===== config.mk =====
export PLATFORM = sky130hd
export DESIGN_NAME = chiplet_endnode
export DESIGN_NICKNAME = d
export VERILOG_FILES = /design/src/rtl/chiplet_endnode.sv
export SDC_FILE = /design/constraint.sdc
export NUM_CORES = 1
export LEC_CHECK = 0
export ABC_AREA = 1
export CELL_PAD_IN_SITES_DETAIL_PLACEMENT = 1
export CELL_PAD_IN_SITES_GLOBAL_PLACEMENT = 2
export CORE_ASPECT_RATIO = 0.7
export CORE_MARGIN = 2
export CORE_UTILIZATION = 29
export DETAILED_ROUTE_END_ITERATION = 10
export GPL_ROUTABILITY_DRIVEN = 0
export GPL_TIMING_DRIVEN = 1
export PLACE_DENSITY = 0.87
export SLEW_MARGIN = 20
export SYNTH_ARGS = -nofsm -noshare
export SYNTH_HDL_FRONTEND = slang
export SYNTH_SLANG_ARGS = --single-unit

===== constraint.sdc =====
create_clock -name CLK -period 9.4 [get_ports CLK]
set_input_delay 1.88 -clock CLK [delete_from_list [all_inputs] [get_ports CLK]]
set_output_delay 1.88 -clock CLK [all_outputs]
set_load 0.02 [all_outputs]

===== src/rtl/chiplet_endnode.sv =====
// Link-layer endpoint: frames and 4B5B-encodes 40-bit flits toward a 5-bit UART PHY, decodes received words.
// Optional build macro ENDNODE_ERR_CNT_EN adds a saturating err_cnt[7:0] output.
module chiplet_endnode #(
    parameter logic [3:0] FMT_KOMMA = 4'hF,
    parameter int         CRED_W    = 2
) (
    input  logic              CLK,
    input  logic              RST,
    input  logic              start_tx,
    input  logic [39:0]       flit_tx,
    input  logic              send_next_flit_tx,
    input  logic              packet_done_tx,
    input  logic [CRED_W-1:0] grtcred_tx,
    output logic              get_data,
    output logic [49:0]       data_out_tx,
    output logic [3:0]        comma_sel_tx_out,
    output logic              start_out_tx,
    input  logic              done_tx,
    input  logic [49:0]       enc_flit_rx,
    input  logic [3:0]        comma_length_sel_in_rx,
    input  logic              done_in_rx,
    input  logic              err_in_rx,
    output logic [39:0]       flit_rx,
    output logic              done_rx,
    output logic [CRED_W-1:0] grtcred_rx,
    output logic              err_rx
`ifdef ENDNODE_ERR_CNT_EN
    ,
    output logic [7:0]        err_cnt
`endif
);

    localparam logic [3:0] CS_DATA  = 4'd0;
    localparam logic [3:0] CS_START = 4'd1;
    localparam logic [3:0] CS_END   = 4'd2;
    localparam logic [3:0] CS_GRT0  = 4'd5;

    typedef enum logic [1:0] {
        IDLE      = 2'd0,
        SEND      = 2'd1,
        WAIT_DONE = 2'd2,
        READY     = 2'd3
    } tx_state_e;

    function automatic logic [4:0] enc_sym(input logic [3:0] nib);
        logic [4:0] sym;
        case (nib)
            4'h0:    sym = 5'b11110;
            4'h1:    sym = 5'b01001;
            4'h2:    sym = 5'b10100;
            4'h3:    sym = 5'b10101;
            4'h4:    sym = 5'b01010;
            4'h5:    sym = 5'b01011;
            4'h6:    sym = 5'b01110;
            4'h7:    sym = 5'b01111;
            4'h8:    sym = 5'b10010;
            4'h9:    sym = 5'b10011;
            4'hA:    sym = 5'b10110;
            4'hB:    sym = 5'b10111;
            4'hC:    sym = 5'b11010;
            4'hD:    sym = 5'b11011;
            4'hE:    sym = 5'b11100;
            4'hF:    sym = 5'b11101;
            default: sym = 5'b11110;
        endcase
        return sym;
    endfunction

    // Result is {illegal, nibble}; illegal symbols decode to nibble 0.
    function automatic logic [4:0] dec_sym(input logic [4:0] sym);
        logic [4:0] res;
        case (sym)
            5'b11110: res = 5'h00;
            5'b01001: res = 5'h01;
            5'b10100: res = 5'h02;
            5'b10101: res = 5'h03;
            5'b01010: res = 5'h04;
            5'b01011: res = 5'h05;
            5'b01110: res = 5'h06;
            5'b01111: res = 5'h07;
            5'b10010: res = 5'h08;
            5'b10011: res = 5'h09;
            5'b10110: res = 5'h0A;
            5'b10111: res = 5'h0B;
            5'b11010: res = 5'h0C;
            5'b11011: res = 5'h0D;
            5'b11100: res = 5'h0E;
            5'b11101: res = 5'h0F;
            default:  res = 5'h10;
        endcase
        return res;
    endfunction

    function automatic logic [49:0] enc_flit(input logic [39:0] flit);
        logic [49:0] word;
        word = 50'd0;
        for (int i = 0; i < 10; i++) begin
            word[5*i +: 5] = enc_sym(flit[4*i +: 4]);
        end
        return word;
    endfunction

    function automatic logic [40:0] dec_flit(input logic [49:0] word);
        logic [39:0] flit;
        logic        bad;
        logic [4:0]  d;
        flit = 40'd0;
        bad  = 1'b0;
        for (int i = 0; i < 10; i++) begin
            d              = dec_sym(word[5*i +: 5]);
            flit[4*i +: 4] = d[3:0];
            bad            = bad | d[4];
        end
        return {bad, flit};
    endfunction

    tx_state_e         state_q;
    tx_state_e         ret_q;
    logic              start_out_q;
    logic              get_data_q;
    logic [49:0]       data_out_q;
    logic [3:0]        comma_sel_q;
    logic [CRED_W-1:0] pending_q;
    logic [CRED_W-1:0] pending_d;
    logic [CRED_W-1:0] cred_clr_s;
    logic [3:0]        cred_code_s;
    logic              cred_go_s;
    logic              cred_take_s;

    // Lowest pending credit channel wins; it is cleared when its transfer is accepted.
    always_comb begin
        cred_clr_s  = pending_q & (~pending_q + CRED_W'(1));
        cred_code_s = 4'd0;
        for (int i = 0; i < CRED_W; i++) begin
            cred_code_s = cred_code_s | (cred_clr_s[i] ? (CS_GRT0 + 4'(i)) : 4'd0);
        end
        cred_go_s   = |pending_q;
        cred_take_s = cred_go_s && ((state_q == IDLE) || (state_q == READY));
        pending_d   = (pending_q & ~(cred_take_s ? cred_clr_s : '0)) | grtcred_tx;
    end

    // Pending credit-grant register.
    always_ff @(posedge CLK or posedge RST) begin
        if (RST) begin
            pending_q <= '0;
        end else begin
            pending_q <= pending_d;
        end
    end

    // TX sequencer: one PHY transfer at a time, credits ahead of packet traffic.
    always_ff @(posedge CLK or posedge RST) begin
        if (RST) begin
            state_q     <= IDLE;
            ret_q       <= IDLE;
            start_out_q <= 1'b0;
            get_data_q  <= 1'b0;
            data_out_q  <= 50'd0;
            comma_sel_q <= 4'd0;
        end else begin
            start_out_q <= 1'b0;
            case (state_q)
                IDLE: begin
                    get_data_q <= 1'b0;
                    if (cred_go_s) begin
                        comma_sel_q <= cred_code_s;
                        data_out_q  <= 50'd0;
                        start_out_q <= 1'b1;
                        ret_q       <= IDLE;
                        state_q     <= SEND;
                    end else if (start_tx) begin
                        if (flit_tx[31:28] == FMT_KOMMA) begin
                            comma_sel_q <= CS_DATA;
                            data_out_q  <= enc_flit(flit_tx);
                            ret_q       <= IDLE;
                        end else begin
                            comma_sel_q <= CS_START;
                            data_out_q  <= 50'd0;
                            ret_q       <= READY;
                        end
                        start_out_q <= 1'b1;
                        state_q     <= SEND;
                    end else begin
                        state_q <= IDLE;
                    end
                end
                SEND, WAIT_DONE: begin
                    if (done_tx) begin
                        state_q    <= ret_q;
                        get_data_q <= (ret_q == READY) && (pending_d == '0);
                    end else begin
                        state_q    <= WAIT_DONE;
                        get_data_q <= 1'b0;
                    end
                end
                READY: begin
                    if (cred_go_s) begin
                        get_data_q  <= 1'b0;
                        comma_sel_q <= cred_code_s;
                        data_out_q  <= 50'd0;
                        start_out_q <= 1'b1;
                        ret_q       <= READY;
                        state_q     <= SEND;
                    end else if (send_next_flit_tx) begin
                        get_data_q  <= 1'b0;
                        comma_sel_q <= CS_DATA;
                        data_out_q  <= enc_flit(flit_tx);
                        start_out_q <= 1'b1;
                        ret_q       <= READY;
                        state_q     <= SEND;
                    end else if (packet_done_tx) begin
                        get_data_q  <= 1'b0;
                        comma_sel_q <= CS_END;
                        data_out_q  <= 50'd0;
                        start_out_q <= 1'b1;
                        ret_q       <= IDLE;
                        state_q     <= SEND;
                    end else begin
                        get_data_q <= (pending_d == '0);
                        state_q    <= READY;
                    end
                end
                default: begin
                    get_data_q <= 1'b0;
                    state_q    <= IDLE;
                end
            endcase
        end
    end

    assign get_data         = get_data_q;
    assign data_out_tx      = data_out_q;
    assign comma_sel_tx_out = comma_sel_q;
    assign start_out_tx     = start_out_q;

    logic [40:0]       rx_dec_s;
    logic [CRED_W-1:0] rx_grt_s;
    logic [39:0]       flit_rx_q;
    logic              done_rx_q;
    logic [CRED_W-1:0] grt_rx_q;
    logic              err_rx_q;

    // Decode the received word and classify credit commas.
    always_comb begin
        rx_dec_s = dec_flit(enc_flit_rx);
        rx_grt_s = '0;
        for (int i = 0; i < CRED_W; i++) begin
            rx_grt_s[i] = (comma_length_sel_in_rx == (CS_GRT0 + 4'(i)));
        end
    end

    // RX word handling; a PHY error or an illegal symbol leaves flit_rx untouched.
    always_ff @(posedge CLK or posedge RST) begin
        if (RST) begin
            flit_rx_q <= 40'd0;
            done_rx_q <= 1'b0;
            grt_rx_q  <= '0;
            err_rx_q  <= 1'b0;
        end else begin
            done_rx_q <= 1'b0;
            grt_rx_q  <= '0;
            err_rx_q  <= 1'b0;
            if (done_in_rx) begin
                if (err_in_rx) begin
                    err_rx_q <= 1'b1;
                end else if (comma_length_sel_in_rx == CS_DATA) begin
                    if (rx_dec_s[40]) begin
                        err_rx_q <= 1'b1;
                    end else begin
                        flit_rx_q <= rx_dec_s[39:0];
                        done_rx_q <= 1'b1;
                    end
                end else begin
                    grt_rx_q <= rx_grt_s;
                end
            end
        end
    end

    assign flit_rx    = flit_rx_q;
    assign done_rx    = done_rx_q;
    assign grtcred_rx = grt_rx_q;
    assign err_rx     = err_rx_q;

`ifdef ENDNODE_ERR_CNT_EN
    logic [7:0] err_cnt_q;

    // Saturating count of err_rx pulses.
    always_ff @(posedge CLK or posedge RST) begin
        if (RST) begin
            err_cnt_q <= 8'd0;
        end else if (err_rx_q && (err_cnt_q != 8'hFF)) begin
            err_cnt_q <= err_cnt_q + 8'd1;
        end else begin
            err_cnt_q <= err_cnt_q;
        end
    end

    assign err_cnt = err_cnt_q;
`endif

endmodule


* Yosys cells after proc, flatten, opt, wreduce, memory -nomap -nowiden
Memory sizes are Yosys's and may differ from the RTL's.
Cells that the tools add are included.
W data, S select, Z words.
** Storage, ports and cells
- Memories kept :: 30
- Bits in read-only memories :: 3200
- Input bits :: 104
- Output and inout bits :: 100
- Logic and storage cells :: 132
- Flip-flop bits (word level) :: 106
** Operators by class
- Bitwise operators :: 17
- Equal/unequal tests :: 9
- Reductions and logical operators :: 11
- Add/subtract/negate cells :: 1
- Mux-type cells :: 53
** Memory list
- (name not given) :: words 32, bits a word 5, rd ports 1, clocked after Yosys merged registers in 0, write ports 0, line 72 : case (sym)
- (name not given) :: words 32, bits a word 5, rd ports 1, clocked after Yosys merged registers in 0, write ports 0, line 72
- (name not given) :: words 32, bits a word 5, rd ports 1, clocked after Yosys merged registers in 0, write ports 0, line 72
- (name not given) :: words 32, bits a word 5, rd ports 1, clocked after Yosys merged registers in 0, write ports 0, line 72
- (name not given) :: words 32, bits a word 5, rd ports 1, clocked after Yosys merged registers in 0, write ports 0, line 72
- (name not given) :: words 32, bits a word 5, rd ports 1, clocked after Yosys merged registers in 0, write ports 0, line 72
- 24 more memories
** Operator list (number)
- $mux W50 :: 6
- $pmux W50 S2 :: 1
- $mux W2 :: 14
- $mux W1 :: 20
- $mux W4 :: 5
- $or A1 B1 Y1 :: 9
- $eq A4 B3 Y1 const B :: 2
- $pmux W4 S2 :: 1
- $eq A2 B2 Y1 const B :: 3
- $mux W3 :: 2
- $pmux W2 S3 :: 1
- $and A2 B2 Y2 :: 2
- $eq A4 B4 Y1 const B :: 1
- $logic_not A2 Y1 :: 2
- $logic_not A4 Y1 :: 1
- $ne A4 B4 Y1 const B :: 1
- $not A2 Y2 :: 2
- $pmux W2 S2 :: 1
- $reduce_and A4 Y1 :: 1
- $reduce_or A2 Y1 :: 2
- $ne A3 B3 Y1 const B :: 1
- $or A3 B3 Y3 :: 1
- $pmux W1 S3 :: 1
- $reduce_and A3 Y1 :: 1
- other kinds (8) :: 10

* Depth between registers and ports, before layout
Gate-level depths: netlist (run 1).
An unclocked memory read counts as a cell.
- Depth in word-level cells :: 14
- Gate-level depth with buffers :: 13
- Depth with buffers taken out :: 12

* Worst setup path after synthesis (run 1)
No wires, ideal clock.
- Path type :: in2reg
- From :: in enc_flit_rx[21]
- To :: reg flit_rx_q[13] (netlist: flit_rx[13])
- Library setup time :: 0.123 ns
- Cell stages on the path :: 12
- Buffers on the path :: 1
- Required time :: 9.277 ns
- Path slack :: 6.273 ns
- Arrival time :: 3.004 ns
- Cells stage by stage :: inv_2 ha_1 o21a_1 nand2_1 nand2_1 inv_1 nand2_1 nor2_2 nand3_4 buf_6 nand2_1 o21ai_2
** On the way
- Word-level cells in the longest chain between the ends :: 9
** RTL lines
- start, declared :: line 19 : input logic [49:0] enc_flit_rx,
- $mem_v2 Z32 W5
- $or A1 B1 Y1 (6 in series) :: line 112 : bad = bad | d[4];
- $not A1 Y1 (no source line)
- $reduce_and A4 Y1 (no source line)
- end signal, assigned :: line 270 : flit_rx_q <= rx_dec_s[39:0];
- end, declared :: line 238 : logic [39:0] flit_rx_q;
Every way passes these cells.
A chain may end at the register's enable or synchronous reset.

* Worst setup path after layout (run 1)
- From :: in enc_flit_rx[46]
- To :: reg flit_rx_q[36] (netlist: flit_rx[36])
** On the way
- Word-level cells in the longest chain between the ends :: 4
** RTL lines (line)
- $mem_v2 Z32 W5 (*)
- $or A1 B1 Y1 :: 112
- $not A1 Y1 (no source line)
- $reduce_and A4 Y1 (no source line)
Every way passes the cells marked *; elsewhere a longest branch is shown, timed or not.

==> summary.md, run 1 <==
## Yosys
• **Avg Cell Area, Syn** 8.11 um2
• **number of distinct standard cells referenced by the synthesized netlist** 33
• **Syn Inst Count** 803
• **area share of the leading cell type in the synthesized netlist** 0.400
• **sequential area share after synthesis** 0.400
• **Synthesis Warnings** 0
• **leading register cell type out of synthesis** sky130_fd_sc_hd__dfrtp_1
• **EDFF count, synth** 0
• **Yosys top cell by area** sky130_fd_sc_hd__dfrtp_1
• **net count after synthesis** 940
• **Netlist Area Pre-Place** 0.00651 mm2
• **biggest area contributors in the synthesized netlist** sky130_fd_sc_hd__dfrtp_1, sky130_fd_sc_hd__nand2_1, sky130_fd_sc_hd__o21ai_2, sky130_fd_sc_hd__ha_1, sky130_fd_sc_hd__nand3_1
• **share of synthesized flip-flops with an asynchronous set or reset** 1.00
• **number of register bits inferred by synthesis** 104

## Setup path
• **CP Capture Type** flip-flop
• **peak fanout along the critical path** 71
• **Data required, critical path** 9690 ps
• **startpoint of the most critical register-to-register path** state_q[1]
• **Critical Path AT** 4710 ps
• **worst reg-to-reg path cell count** 10
• **nature of the critical path startpoint** primary input
• **most numerous cell on the critical path** sky130_fd_sc_hd__nand2_1
• **worst setup slack for register-to-register paths** 6680 ps
• **worst reg2reg endpoint** data_out_tx[35]
• **cell family with the largest share of critical-path delay** simple AND/OR/NAND/NOR gates
• **cell chain of the critical path** clkdlybuf4s50_1, inv_1, ha_1, o21ai_0, a21oi_1, nor2_1, nand2_1, nor2_2, nand3_4, clkinv_2, nand2_1, nand2_1
• **slowest cell on the critical path** sky130_fd_sc_hd__nand3_4
• **number of buffers and inverters on the critical path** 3
• **delay of the slowest cell on the worst path** 730 ps
• **worst setup path class** primary input to flip-flop

## Timing
• **peak clock frequency supported by timing** 226 MHz
• **hold violation count in the final report** 0
• **unrepaired setup endpoints after global routing** no
• **Least-Margin Pin Slew** 967 ps
• **max-slew violation total from the final report** 0
• **clock period minus final worst setup slack** 4420 ps
• **share of the clock period used by the worst path** 0.471
• **setup slack of the critical path after layout** 4980 ps
• **number of endpoints failing setup at the final stage** 0
• **relative slew slack** 0.355
• **Fin Setup TNS** 0 ps
• **Fin Clk Skew** 9.25 ps

## GRT
• **largest net degree at the start of global routing** 73
• **antenna violations before repair** 2
• **total congestion overflow after global routing** 0
• **overall fraction of global-route tracks in use** 0.171
• **via count of the first global-routing pass** 6061
• **wire length of the first global-routing pass** 32100 um

## CTS
• **number of gates resized after cts** 0
• **clock sink count** 104
• **clock buffers created by TritonCTS** 9
• **Max Buffers Root-to-Sink** 2
• **clock-pin slew on the worst setup and hold paths** 80 ps
• **count of buffers added by post-CTS timing repair for setup** 0
• **Root Buffer Master** sky130_fd_sc_hd__clkbuf_16
• **# hold bufs at CTS** 0
• **TritonCTS clock tree** built
• **clock latency of the later-clocked register in the worst-skew pair** 360 ps
• **depth of the CTS H-tree** 3

## Route
• **remaining routing DRC violations** 0
• **WL per Instance** 15.6 um
• **DRT antenna net count** 0
• **drt initial violations** 306
• **Vias** 6045
• **DR vias/cell** 4.77
• **final routed wirelength across all metal layers** 19800 um
• **first drt pass iteration count** 4

## Pwr
• **switching power as a share of total power** 0.360
• **peak supply drop** 0.116 mV
• **relative contribution of sequential cells to total power** 0.394
• **proportion of power drawn by the clock network** 0.306
• **combinational fraction of design power** 0.300
• **Internal Dissipation** 789 uW
• **static leakage** 3.98 nW
• **power per cell area** 139 mW/mm2
• **Switch Pwr** 444 uW

## Placed design
• **Buffers on Ports** 202
• **worst setup timing slack at the placement stage** 4500 ps
• **HPWL after DPL** 15200 um

## Floorplan
• **Initial Util** 0.298
• **floorplan die area** 0.0237 mm2
• **area inside the core boundary** 0.0218 mm2
• **site row count** 45
• **Die X** 183 um
• **io pins** 204
• **Die H** 129 um

## Layout
• **share of layout cells above drive strength 1** 0.118
• **post-synthesis to final-layout area growth** 36.0%
• **most common cell after layout, fill and taps aside** sky130_fd_sc_hd__clkdlybuf4s50_1
• **number of fill cells in the layout** 2630
• **most frequent cells in the layout** sky130_fd_sc_hd__clkdlybuf4s50_1, sky130_fd_sc_hd__nand2_1, sky130_fd_sc_hd__dfrtp_1
• **fin nets** 1117
• **share of the core filled with cells in the final layout** 0.405

## Status
• **run status** complete, no violations

## Worst hold path
• **worst hold path startpoint** flit_rx[31]
• **type of the most critical hold path** flip-flop to flip-flop
• **Hold Path Stages** 2
• **Hold EP** flit_rx[31]

## Job
• **number of max-cap violations** 0

[layout make-up]
| class | instances | area [um2] | share of cell area |
|---|---|---|---|
| Antenna cell | 1 | 2.50 | 0.000283 |
| Tap cell | 282 | 353 | 0.0398 |
| Timing Repair Buffer | 205 | 2040 | 0.231 |
| Multi-Input combinational cell | 568 | 3220 | 0.363 |
| Clock inverter | 6 | 57.6 | 0.00650 |
| Clock buffer | 10 | 229 | 0.0259 |
| Inverter | 92 | 349 | 0.0394 |
| Sequential cell | 104 | 2600 | 0.294 |
[worst max path at each step]
| stage | depth (start not counted) | startpoint | endpoint | slack, ps |
|---|---|---|---|---|
| after detailed placement | 12 | enc_flit_rx[46] | flit_rx[20] | 4500 |
| after CTS | 12 | enc_flit_rx[46] | flit_rx[36] | 4880 |
| after global routing | 12 | enc_flit_rx[46] | flit_rx[12] | 4620 |
| after floorplan | 1 | RST | comma_sel_tx_out[0] | 4790 |
| final | 12 | enc_flit_rx[46] | flit_rx[36] | 4980 |
| after global placement | 12 | enc_flit_rx[46] | flit_rx[36] | 4600 |
[registers in the layout, indices dropped and copies added, names as in the netlist]
signal	count
data_out_tx	50
flit_rx	40
comma_sel_tx_out	3
grtcred_rx	2
pending_q	2
state_q	2
done_rx	1
err_rx	1
get_data	1
ret_q	1
start_out_tx	1
[power by group through the flow]
stage / Clock [mW] / Sequential, mW / Combinational (mW)
6_report: 0.377 / 0.485 / 0.370
5_1_grt: 0.411 / 0.488 / 0.414
4_1_cts: 0.391 / 0.485 / 0.375
3_5_place_dp: 0 / 0.494 / 0.373
3_3_place_gp: 0 / 0.492 / 0.372
2_1_floorplan: 0 / 0.508 / 0.231
[cells in the mapped netlist, types with 10 or more instances]
cell type,count
sky130_fd_sc_hd__nand2_1,195
sky130_fd_sc_hd__dfrtp_1,104
sky130_fd_sc_hd__inv_1,68
sky130_fd_sc_hd__o21ai_2,60
sky130_fd_sc_hd__nand3_1,54
sky130_fd_sc_hd__o21ai_0,52
sky130_fd_sc_hd__a21oi_1,35
sky130_fd_sc_hd__ha_1,33
sky130_fd_sc_hd__nor2_1,26
sky130_fd_sc_hd__inv_2,23
sky130_fd_sc_hd__a31oi_1,19
sky130_fd_sc_hd__nor3_1,19
sky130_fd_sc_hd__o211ai_1,18
sky130_fd_sc_hd__o21ai_1,16
sky130_fd_sc_hd__buf_2,12
sky130_fd_sc_hd__buf_4,12
sky130_fd_sc_hd__buf_6,12
sky130_fd_sc_hd__a22oi_1,11
sky130_fd_sc_hd__o21a_1,10
[cells by family after synthesis]
group           synth area share
compound gates             0.228
simple gates               0.202
buf+inv                    0.106
fa+ha+maj                 0.0634
other cells             0.000576
flops                      0.400
[tightest hold or removal path: cells and delay by family, from the launching register on]
kind             cells  cell delay (ps)
flip-flops           1              350
AND/OR/NAND/NOR      1               60
AO/OA/AOI/OAI        1               50
[stage by stage]
step	total power, mW	hold WS, ps	instance area [um2]	std cells
floorplan	0.739	528	6510	803
global placement	0.865	463	8570	1251
detailed placement	0.867	469	8570	1251
CTS	1.25	487	8850	1267
global route	1.31	507	8850	1267
finish	1.23	483	8860	1268
[routing by layer]
layer,up-vias,track usage,share of wire,wire (um)
met3,13,0.0548,0.069,1370
met4,4,0.0311,0.0076,150
li1,3027,-,-,-
met1,2855,0.242,0.51,10100
met2,146,0.257,0.41,8120
met5,-,0,0.0012,23
Power figures use the tool's default switching activity.
==> inputs of run 2 (changes only) <==
Settings changed: CORE_UTILIZATION 29 to 24, PLACE_DENSITY 0.87 to 0.77.
Clock period 9.4 ns to 3.94 ns, I/O delays scaled along.
==> summary.md, run 2 (synthesis results as in run 1) <==
## Status
• **run status** complete, no violations

## Timing
• **number of endpoints failing setup at the final stage** 0
• **Fin Clk Skew** 10.3 ps
• **Post-Route Hold Slack** 487 ps
• **Fin Setup TNS** 0 ps
• **relative slew slack** 0.502
• **clock period minus final worst setup slack** 2910 ps
• **Least-Margin Pin Slew** 747 ps
• **unrepaired setup endpoints after global routing** no
• **peak clock frequency supported by timing** 344 MHz
• **share of the clock period used by the worst path** 0.738
• **max-slew violation total from the final report** 0
• **hold violation count in the final report** 0
• **setup slack of the critical path after layout** 1030 ps

## Route
• **first drt pass iteration count** 4
• **DR vias/cell** 4.47
• **remaining routing DRC violations** 0
• **DRT antenna net count** 0
• **Vias** 6063
• **WL per Instance** 15.8 um
• **drt initial violations** 288
• **final routed wirelength across all metal layers** 21400 um

## GRT
• **overall fraction of global-route tracks in use** 0.151
• **wire length of the first global-routing pass** 34000 um
• **largest net degree at the start of global routing** 56
• **antenna violations before repair** 0
• **via count of the first global-routing pass** 6099
• **total congestion overflow after global routing** 0

## Layout
• **most common cell after layout, fill and taps aside** sky130_fd_sc_hd__clkdlybuf4s50_1
• **flip-flop count of the largest register, all copies and words added** 50
• **most frequent cells in the layout** sky130_fd_sc_hd__clkdlybuf4s50_1, sky130_fd_sc_hd__nand2_1, sky130_fd_sc_hd__dfrtp_1
• **fin nets** 1122
• **share of layout cells above drive strength 1** 0.123
• **number of fill cells in the layout** 3184
• **post-route design area** 0.00906 mm2
• **FF/Latch Area** 0.00260 mm2
• **Multi-input gate area** 0.00322 mm2
• **post-synthesis to final-layout area growth** 39.1%

## CTS
• **number of gates resized after cts** 0
• **clock sink count** 104
• **TritonCTS clock tree** built
• **clock buffers created by TritonCTS** 9
• **depth of the CTS H-tree** 3
• **clock latency of the later-clocked register in the worst-skew pair** 360 ps
• **clock-pin slew on the worst setup and hold paths** 80 ps
• **Root Buffer Master** sky130_fd_sc_hd__clkbuf_16
• **# hold bufs at CTS** 0
• **Max Buffers Root-to-Sink** 2
• **count of buffers added by post-CTS timing repair for setup** 0

## Setup path
• **CP Capture Type** flip-flop
• **worst setup path class** primary input to flip-flop
• **nature of the critical path startpoint** primary input
• **Critical Path AT** 3150 ps
• **peak fanout along the critical path** 26
• **Data required, critical path** 4180 ps

## Floorplan
• **io pins** 204
• **Initial Util** 0.244
• **floorplan die area** 0.0285 mm2
• **Die X** 201 um
• **area inside the core boundary** 0.0267 mm2
• **Die H** 142 um
• **site row count** 50

## Placed design
• **Buffers on Ports** 202
• **post-place instance area** 0.00873 mm2
• **HPWL after DPL** 16300 um
• **worst setup timing slack at the placement stage** 625 ps

## Pwr
• **peak supply drop** 0.371 mV
• **total power draw** 3.06 mW
• **static leakage** 4.03 nW
• **power per cell area** 337 mW/mm2

## Worst hold path
• **type of the most critical hold path** flip-flop to flip-flop

## Job
• **number of max-cap violations** 0

run 2: cell count changes in the layout (fill, tap and decap cells not counted), sizes merged:
| cell | before | now |
|---|---|---|
| buf | 3 | 8 |
| clkinv | 2 | 4 |
| inv | 96 | 94 |
| bufinv | 0 | 1 |
| clkbuf | 10 | 9 |
run 2: final timing paths:
kind                            startpoint                   to  slack, ps  cells after the start
setup / recovery           enc_flit_rx[46]          flit_rx[11]       1030                     12
hold / removal              data_out_tx[8]       data_out_tx[8]        490                      2
setup reg to reg              pending_q[1]  comma_sel_tx_out[0]       1790                      9
hold reg to reg             data_out_tx[8]       data_out_tx[8]        490                      2
max in group asynchronous              RST      data_out_tx[31]       2310                      3
min in group asynchronous              RST        grtcred_rx[0]        930                      2
run 2: final cells by class:
type	instances	area share
multi-input combinational	568	0.355
sequential	104	0.287
timing repair buffer	210	0.233
tap	364	0.0503
inverter	92	0.0385
clock buffer	9	0.0249
clock inverter	7	0.0110
antenna	1	0.000276
run 2: per-stage QoR:
stage	utilization	cells
after CTS	0.339	1354
after global placement	0.327	1338
final	0.339	1355
after global routing	0.339	1354
after detailed placement	0.327	1338
after floorplan	-	803
run 2: routing by layer:
metal	GRT usage	routed length [um]
met1	0.227	11400
met2	0.222	8850
met3	0.0289	915
met4	0.0292	147
met5	0	0
run 2: where the power goes:
part	switching (mW)	internal [mW]	total [mW]
clock network	0.489	0.516	1.01
registers	0.0331	1.12	1.16
logic	0.581	0.315	0.896
total	1.10	1.95	3.06
run 2: critical path: stages:
cell and delay [ps]:
sky130_fd_sc_hd__clkdlybuf4s50_1 630, sky130_fd_sc_hd__inv_1 110, sky130_fd_sc_hd__ha_1 210, sky130_fd_sc_hd__o21ai_0 160, sky130_fd_sc_hd__a21oi_1 70, sky130_fd_sc_hd__nor2_1 90
sky130_fd_sc_hd__nand2_1 70, sky130_fd_sc_hd__nor2_2 200, sky130_fd_sc_hd__nand3_4 330, sky130_fd_sc_hd__buf_4 340, sky130_fd_sc_hd__nand2_1 110, sky130_fd_sc_hd__o21ai_2 50
